**src/rtl/regfile_mp.sv**
```systemverilog
// regfile_mp: multi-port general-purpose register file for the decode stage.
// It has NR combinational read ports with optional same-cycle write bypass
// and two write ports, where port 1 wins a same-address collision.
// It also holds a HI/LO pair and a per-register busy scoreboard.
// All state is cleared by an asynchronous active-low reset.
module regfile_mp #(
    parameter int DW      = 32,
    parameter int AW      = 5,
    parameter int NR      = 2,
    parameter bit ZERO_R0 = 1'b1,
    parameter bit BYPASS  = 1'b1
) (
    input  logic             clk,
    input  logic             rst_n,
    input  logic [NR*AW-1:0] raddr,
    output logic [NR*DW-1:0] rdata,
    output logic [NR-1:0]    rbusy,
    input  logic             we0,
    input  logic [AW-1:0]    waddr0,
    input  logic [DW-1:0]    wdata0,
    input  logic             we1,
    input  logic [AW-1:0]    waddr1,
    input  logic [DW-1:0]    wdata1,
    input  logic             hi_we,
    input  logic [DW-1:0]    hi_wdata,
    input  logic             lo_we,
    input  logic [DW-1:0]    lo_wdata,
    output logic [DW-1:0]    hi_rdata,
    output logic [DW-1:0]    lo_rdata,
    input  logic             sb_set,
    input  logic [AW-1:0]    sb_addr,
    input  logic             sb_flush
);

    localparam int DEPTH = 1 << AW;

    logic [DW-1:0]    r_mem [DEPTH];
    logic [DEPTH-1:0] r_busy;
    logic [DEPTH-1:0] w_busy_next;
    logic [DW-1:0]    r_hi;
    logic [DW-1:0]    r_lo;
    logic             w_wr0_ok;
    logic             w_wr1_ok;

    // A write to r0 is dropped when r0 is hard-wired to zero.
    assign w_wr0_ok = we0 && !(ZERO_R0 && (waddr0 == '0));
    assign w_wr1_ok = we1 && !(ZERO_R0 && (waddr1 == '0));

    // GPR storage: port 1 data wins when both ports hit the same register.
    always_ff @(posedge clk or negedge rst_n) begin
        if (!rst_n) begin
            for (int i = 0; i < DEPTH; i++) begin
                r_mem[i] <= '0;
            end
        end else begin
            for (int i = 0; i < DEPTH; i++) begin
                if (w_wr1_ok && (waddr1 == AW'(i))) begin
                    r_mem[i] <= wdata1;
                end else if (w_wr0_ok && (waddr0 == AW'(i))) begin
                    r_mem[i] <= wdata0;
                end
            end
        end
    end

    // HI/LO are separate from the GPR write ports and update independently.
    always_ff @(posedge clk or negedge rst_n) begin
        if (!rst_n) begin
            r_hi <= '0;
            r_lo <= '0;
        end else begin
            if (hi_we) r_hi <= hi_wdata;
            if (lo_we) r_lo <= lo_wdata;
        end
    end

    assign hi_rdata = (BYPASS && hi_we) ? hi_wdata : r_hi;
    assign lo_rdata = (BYPASS && lo_we) ? lo_wdata : r_lo;

    // Scoreboard next state. A writeback clears the bit first, so a new issue
    // to the same register in the same cycle stays busy. A flush overrides both.
    always_comb begin
        w_busy_next = r_busy;
        if (we0)      w_busy_next[waddr0] = 1'b0;
        if (we1)      w_busy_next[waddr1] = 1'b0;
        if (sb_set)   w_busy_next[sb_addr] = 1'b1;
        if (sb_flush) w_busy_next = '0;
        if (ZERO_R0)  w_busy_next[0] = 1'b0;
    end

    // Scoreboard state register.
    always_ff @(posedge clk or negedge rst_n) begin
        if (!rst_n) begin
            r_busy <= '0;
        end else begin
            r_busy <= w_busy_next;
        end
    end

    // Read ports. A read that is bypassed from a same-cycle write already
    // carries the producer's result, so it is not reported busy.
    genvar gi;
    generate
        for (gi = 0; gi < NR; gi++) begin : g_rd
            logic [AW-1:0] w_ra;
            logic          w_zero;
            logic          w_hit0;
            logic          w_hit1;

            assign w_ra   = raddr[gi*AW +: AW];
            assign w_zero = ZERO_R0 && (w_ra == '0);
            assign w_hit1 = BYPASS && we1 && (waddr1 == w_ra) && !w_zero;
            assign w_hit0 = BYPASS && we0 && (waddr0 == w_ra) && !w_zero;

            assign rdata[gi*DW +: DW] = w_zero ? '0 :
                                        w_hit1 ? wdata1 :
                                        w_hit0 ? wdata0 :
                                                 r_mem[w_ra];
            assign rbusy[gi] = r_busy[w_ra] & ~(w_hit0 | w_hit1);
        end
    endgenerate

endmodule

```
**config.mk**
```make
export PLATFORM = sky130hd
export DESIGN_NAME = regfile_mp
export DESIGN_NICKNAME = d
export VERILOG_FILES = /design/src/rtl/regfile_mp.sv
export SDC_FILE = /design/constraint.sdc
export NUM_CORES = 2
export LEC_CHECK = 0
export BUFFER_PORTS_ARGS = -buffer_cell sky130_fd_sc_hd__buf_2
export CORE_ASPECT_RATIO = 1.4
export CORE_UTILIZATION = 55
export CTS_BUF_LIST = sky130_fd_sc_hd__clkbuf_8
export CTS_CLUSTER_DIAMETER = 30
export DETAILED_ROUTE_END_ITERATION = 7
export GPL_TIMING_DRIVEN = 0
export PLACE_DENSITY = 0.78
export SLEW_MARGIN = 10
export SYNTH_ARGS = -nofsm -noshare
export SYNTH_HDL_FRONTEND = slang
export SYNTH_SLANG_ARGS = --single-unit
```
**constraint.sdc**
```tcl
create_clock -name clk -period 6.16 [get_ports clk]
set_input_delay 0.616 -clock clk [delete_from_list [all_inputs] [get_ports clk]]
set_output_delay 0.616 -clock clk [all_outputs]
set_load 0.05 [all_outputs]
```
==> results of run 1 <==
synthesized netlist by cell type, drive strengths merged, types with 12 or more instances:
master / n / area [sq um]
dfrtp: 1119 / 28000
mux2i: 1025 / 10260
nor2: 827 / 3104
a21oi: 789 / 3949
mux4: 564 / 12700
clkbuf: 520 / 1978
buf: 333 / 1648
nand2: 326 / 1224
o21ai: 280 / 1401
mux2: 85 / 957.2
nor4: 59 / 384.1
a22oi: 58 / 435.4
a22o: 52 / 455.4
nor3: 39 / 205.2
a221oi: 32 / 280.3
a2111oi: 31 / 282.8
o31ai: 27 / 202.7
o31a: 23 / 201.4
a32oi: 20 / 175.2
xnor2: 20 / 175.2
a211oi: 17 / 127.6
inv: 12 / 45.04
nand3: 12 / 60.06
kinds of logic after synthesis:
| logic type | Yosys count | synth area share, % |
|---|---|---|
| AOI/OAI and AO/OA | 1360 | 11.24 |
| xor gates and xnor gates | 20 | 0.2539 |
| buffers and inverters | 865 | 5.320 |
| DFF | 1119 | 40.58 |
| muxes | 1674 | 34.66 |
| and+or+nand+nor | 1337 | 7.942 |
per-stage QoR:
step	hold slack (ns)	area, sq um	cells
global placement	0.4528	72100	8214
CTS	0.0007531	79220	8753
floorplan	0.3204	69000	6375
detailed placement	0.4689	72780	8240
metal layers:
metal / GRT overflow / global-route usage (%)
met1: 1 / 78.43
met5: 0 / 35.14
met4: 5 / 71.22
met2: 8 / 88.68
met3: 1 / 64.25
==> results.json, run 1 <==
{
  "synth_unique_cells": 55,
  "die_x_um": 301.4,
  "number_of_global_route_vias_before_repair": 71750,
  "cts_root_buffer": "sky130_fd_sc_hd__clkbuf_8",
  "dp_hpwl_um": 303000,
  "core.rowCount": 153,
  "first-error": "[ERROR GRT-0116] Global routing finished with congestion. Check the congestion regions in the DRC Viewer.",
  "post_cts.repair.setup_buffers": 0,
  "post_cts_resized": 0,
  "synth_edf_count": 0,
  "buffer_ports.inserted": 212,
  "postSynth.topFlopCell": "sky130_fd_sc_hd__dfrtp_1",
  "ys_warn_count": 0,
  "syn_nets": 6536,
  "average_size_of_a_mapped_cell_sq_um": 10.82,
  "post_cts_hold_buffer_count": 93,
  "floorplan.die.height_um": 421.1,
  "htree_num_levels": 4,
  "ioPinCount": 291,
  "initial_core_util_pct": 55.54,
  "run_status": "aborted with a tool error",
  "numCtsBuffers": 231,
  "syn_std_cell_area_sq_um": 69000,
  "clock_sinks": 1119,
  "global_route.overflow_total": 15,
  "dp_worst_setup_slack_ns": 0.3155,
  "postSynthRegisterBits": 1119,
  "gate_count_of_the_mapped_netlist": 6375,
  "grt_pass1_wl_um": 649600,
  "postSynth.asyncResetShare_pct": 100.0,
  "grt_max_degree": 150,
  "outcome.stop_stage": "global routing",
  "cts_buffer_depth": 3,
  "gr-usage-all-layers_pct": 76.11,
  "synth-seq-area-share_pct": 40.58,
  "gp_routability_congestion": 1.171
}
==> inputs of run 2 (changes only) <==
==> config.mk (replaced) <==
export PLATFORM = sky130hd
export DESIGN_NAME = regfile_mp
export DESIGN_NICKNAME = d
export VERILOG_FILES = /design/src/rtl/regfile_mp.sv
export SDC_FILE = /design/constraint.sdc
export NUM_CORES = 2
export LEC_CHECK = 0
export BUFFER_PORTS_ARGS = -buffer_cell sky130_fd_sc_hd__buf_2
export CORE_UTILIZATION = 40
export DETAILED_ROUTE_END_ITERATION = 7
export GPL_TIMING_DRIVEN = 0
export PLACE_DENSITY_LB_ADDON = 0.15
export SLEW_MARGIN = 10
export SYNTH_ARGS = -nofsm -noshare
export SYNTH_HDL_FRONTEND = slang
export SYNTH_SLANG_ARGS = --single-unit
==> results.json, run 2 <==
{
  "numCtsBuffers": 142,
  "buffer_ports.inserted": 212,
  "dp_hpwl_um": 314300,
  "floorplan_die_area_sq_um": 174200,
  "yosysTopAreaCell": "sky130_fd_sc_hd__dfrtp_1",
  "slew_headroom_pct": -5.773,
  "gate_count_of_the_mapped_netlist": 6375,
  "cts_buffer_depth": 3,
  "ant_nets": 0,
  "timing_max_transition_violations_final": 127,
  "place_inst": 8933,
  "antenna_found_initial": 37,
  "crit_path_start_kind": "input pin",
  "flip_flop_count_of_the_largest_register_all_copies_and_words_added": 1024,
  "postSynth.asyncResetShare_pct": 100.0,
  "netlist.area_leader.share_pct": 40.58,
  "worstMarginPinSlew_ns": 1.587,
  "post-layout-total-power_mw": 27.16,
  "placement_stage_cell_area_sq_um": 73830,
  "syn_nets": 6536,
  "drcViolationCount": 0,
  "area_growth_syn_to_layout_pct": 13.83,
  "hold_violations": 0,
  "worstSetupEndpointType": "output pin",
  "vias": 65590,
  "layout_top_registers": "r_mem (1024), r_hi (32), r_lo (32)",
  "synth_compound_gate_area_share_pct": 11.24,
  "period_needed_ns": 5.945,
  "regToRegStartpoint": "r_mem[743]$_DFFE_PN0P_",
  "failed_checks": "max-capacitance violations, max-slew violations",
  "finalSetupViolCount": 0,
  "routed_wirelength_um": 455500,
  "firstDrtPassIters": 6,
  "run_status": "finished with violations",
  "number_of_global_route_vias_before_repair": 61620,
  "setup-tns-final_ns": 0,
  "timing.reg2reg.setup_slack_ns": 5.20,
  "synthAdderAreaFrac_pct": 0,
  "global_route.overflow_total": 0,
  "clock_sinks": 1119,
  "holdCritStartpoint": "lo_wdata[0]",
  "ioPinCount": 291,
  "mostFrequentLayoutCells": "sky130_fd_sc_hd__dfrtp_1, sky130_fd_sc_hd__mux2i_1, sky130_fd_sc_hd__nor2_1, sky130_fd_sc_hd__a21oi_1, sky130_fd_sc_hd__mux4_2",
  "synthTopCellsByCount": "sky130_fd_sc_hd__dfrtp_1, sky130_fd_sc_hd__mux2i_1, sky130_fd_sc_hd__nor2_1",
  "power_per_cell_area_nw_per_um2": 345.8,
  "rr_endpoint": "r_mem[743]$_DFFE_PN0P_",
  "initial_core_util_pct": 40.23,
  "clk_pin_slew_worst_paths_ns": 0.05,
  "largest-register": "r_mem",
  "postSynth.topFlopCell": "sky130_fd_sc_hd__dfrtp_1",
  "gr-usage-all-layers_pct": 51.54,
  "p_leak_nw": 34.46,
  "worst-endpoint-required_ns": 5.54,
  "hp-class": "input pin to flip-flop",
  "holdWs_ns": 0.02923,
  "synth-seq-area-share_pct": 40.58,
  "htree_num_levels": 4,
  "ys_warn_count": 0,
  "critical_path_peak_fanout": 10,
  "syn_std_cell_area_sq_um": 69000,
  "core.rowCount": 152,
  "synth_top_family_by_area": "multiplexers",
  "dp_worst_setup_slack_ns": 0.5918,
  "gp_routability_congestion": 1.074,
  "postSynthRegisterBits": 1119,
  "fin_area_sq_um": 78550,
  "timing.clock.skew_ns": 0,
  "timing.fmax_mhz": 168.2,
  "grt_max_degree": 137,
  "min_path_cells": 2,
  "synth-xor-area-share_pct": 0.2538,
  "coreArea_sq_um": 171500,
  "synthTopCellsByArea": "sky130_fd_sc_hd__dfrtp_1, sky130_fd_sc_hd__mux4_2, sky130_fd_sc_hd__mux2i_1",
  "drt-initial-drc-count": 11550,
  "floorplan.die.height_um": 417.3,
  "path_class": "input pin to output pin",
  "later_pin_clock_latency_in_the_skew_report_ns": 0.85,
  "ff2ff_path_depth": 2,
  "fill_count": 16550,
  "cts_root_buffer": "sky130_fd_sc_hd__clkbuf_16",
  "maxCapViolCount": 14,
  "min_to": "r_lo[0]$_DFF_PN0_",
  "arrival_ns": 5.33,
  "post_cts.repair.setup_buffers": 0,
  "finish.utilization_pct": 45.79,
  "route.detailed.vias_per_inst": 7.128,
  "tritoncts": "yes",
  "synth.area.mux_share_pct": 34.66,
  "drive_gt1_share_pct": 21.49,
  "synth_unique_cells": 55,
  "layout.cells.most_common": "sky130_fd_sc_hd__dfrtp_1",
  "unrepaired_setup_endpoints_after_global_routing": "false",
  "ir_worst_vdd_mv": 0.2706,
  "number_of_non_filler_instances_in_the_completed_layout": 9202,
  "final_min_period_over_clock_period_pct": 96.52,
  "grt_pass1_wl_um": 589100,
  "average_size_of_a_mapped_cell_sq_um": 10.82,
  "die_x_um": 417.3,
  "synth_edf_count": 0,
  "num-nets-final": 6930,
  "setup_slack_ns": 0.2146,
  "post-synth-top-count-cell": "sky130_fd_sc_hd__dfrtp_1",
  "synthSimpleGateAreaFrac_pct": 7.942,
  "drt-wirelength-per-cell_um": 49.50
}
run 2: cell counts after synthesis:
No cell type changed its count.
run 2: repair_timing:
item / CTS / global route
resized for setup: 0 / 0
hold buffers: 1 / 0
hold endpoints to repair: 64 / 0
run 2: worst max path at each step:
stage	slack, ns	cells after the start	from	to
floorplan	1.26	8	raddr[3]	rdata[27]
global placement	-22.92	1	rst_n	r_mem[408]$_DFFE_PN0P_
detailed placement	0.59	7	raddr[1]	rdata[4]
CTS	0.59	7	raddr[1]	rdata[4]
global route	0.46	10	raddr[6]	rdata[39]
finish	0.21	10	raddr[6]	rdata[39]
run 2: critical path: stages:
cell                       delay [ns]
sky130_fd_sc_hd__buf_4           0.25
sky130_fd_sc_hd__buf_6           0.22
sky130_fd_sc_hd__buf_2           0.65
sky130_fd_sc_hd__buf_2           0.76
sky130_fd_sc_hd__buf_2           0.81
sky130_fd_sc_hd__mux2i_1         0.36
sky130_fd_sc_hd__nand2_1         0.14
sky130_fd_sc_hd__o21ai_0         0.09
sky130_fd_sc_hd__a211oi_1        0.94
sky130_fd_sc_hd__buf_2           0.42
run 2: cell type report:
cell class | instances | area (sq um) | area share [%]
diodes | 28 | 70.07 | 0.08921
clock inverters | 31 | 347.8 | 0.4428
inverters | 12 | 45.04 | 0.05735
repair buffers | 250 | 1757 | 2.237
well taps | 2310 | 2890 | 3.680
plain buffers | 853 | 3777 | 4.809
flip-flops and latches | 1119 | 28000 | 35.65
multi-input cells | 4391 | 37410 | 47.63
clock buffers | 208 | 4248 | 5.408
run 2: where the power goes:
part           leakage, nW  switching [mW]  internal, mW
Clock                 2.27            3.74          5.00
Combinational         18.7            4.24          3.42
Sequential            13.5            1.59          9.18
Total                 34.5            9.57          17.6
run 2: routing by layer:
layer	vias up	part of all wire (%)	track usage, %	wire length (um)
met2	5990	40	69.58	180900
met1	33490	35	61.24	158800
met3	1879	14	23.49	65590
met5	-	0.077	0.9725	350
met4	32	11	45.43	49910
li1	24200	-	-	-
run 2: kinds of logic (layout without fill, tap and decap cells):
logic type,after synthesis,after routing
AND/OR/NAND/NOR,1337,1337
other,0,28
flip-flops,1119,1119
buffers and inverters,865,1354
multiplexers,1674,1674
XOR/XNOR,20,20
AO/OA/AOI/OAI,1360,1360
No activity file was read; power rests on OpenSTA's default activity.
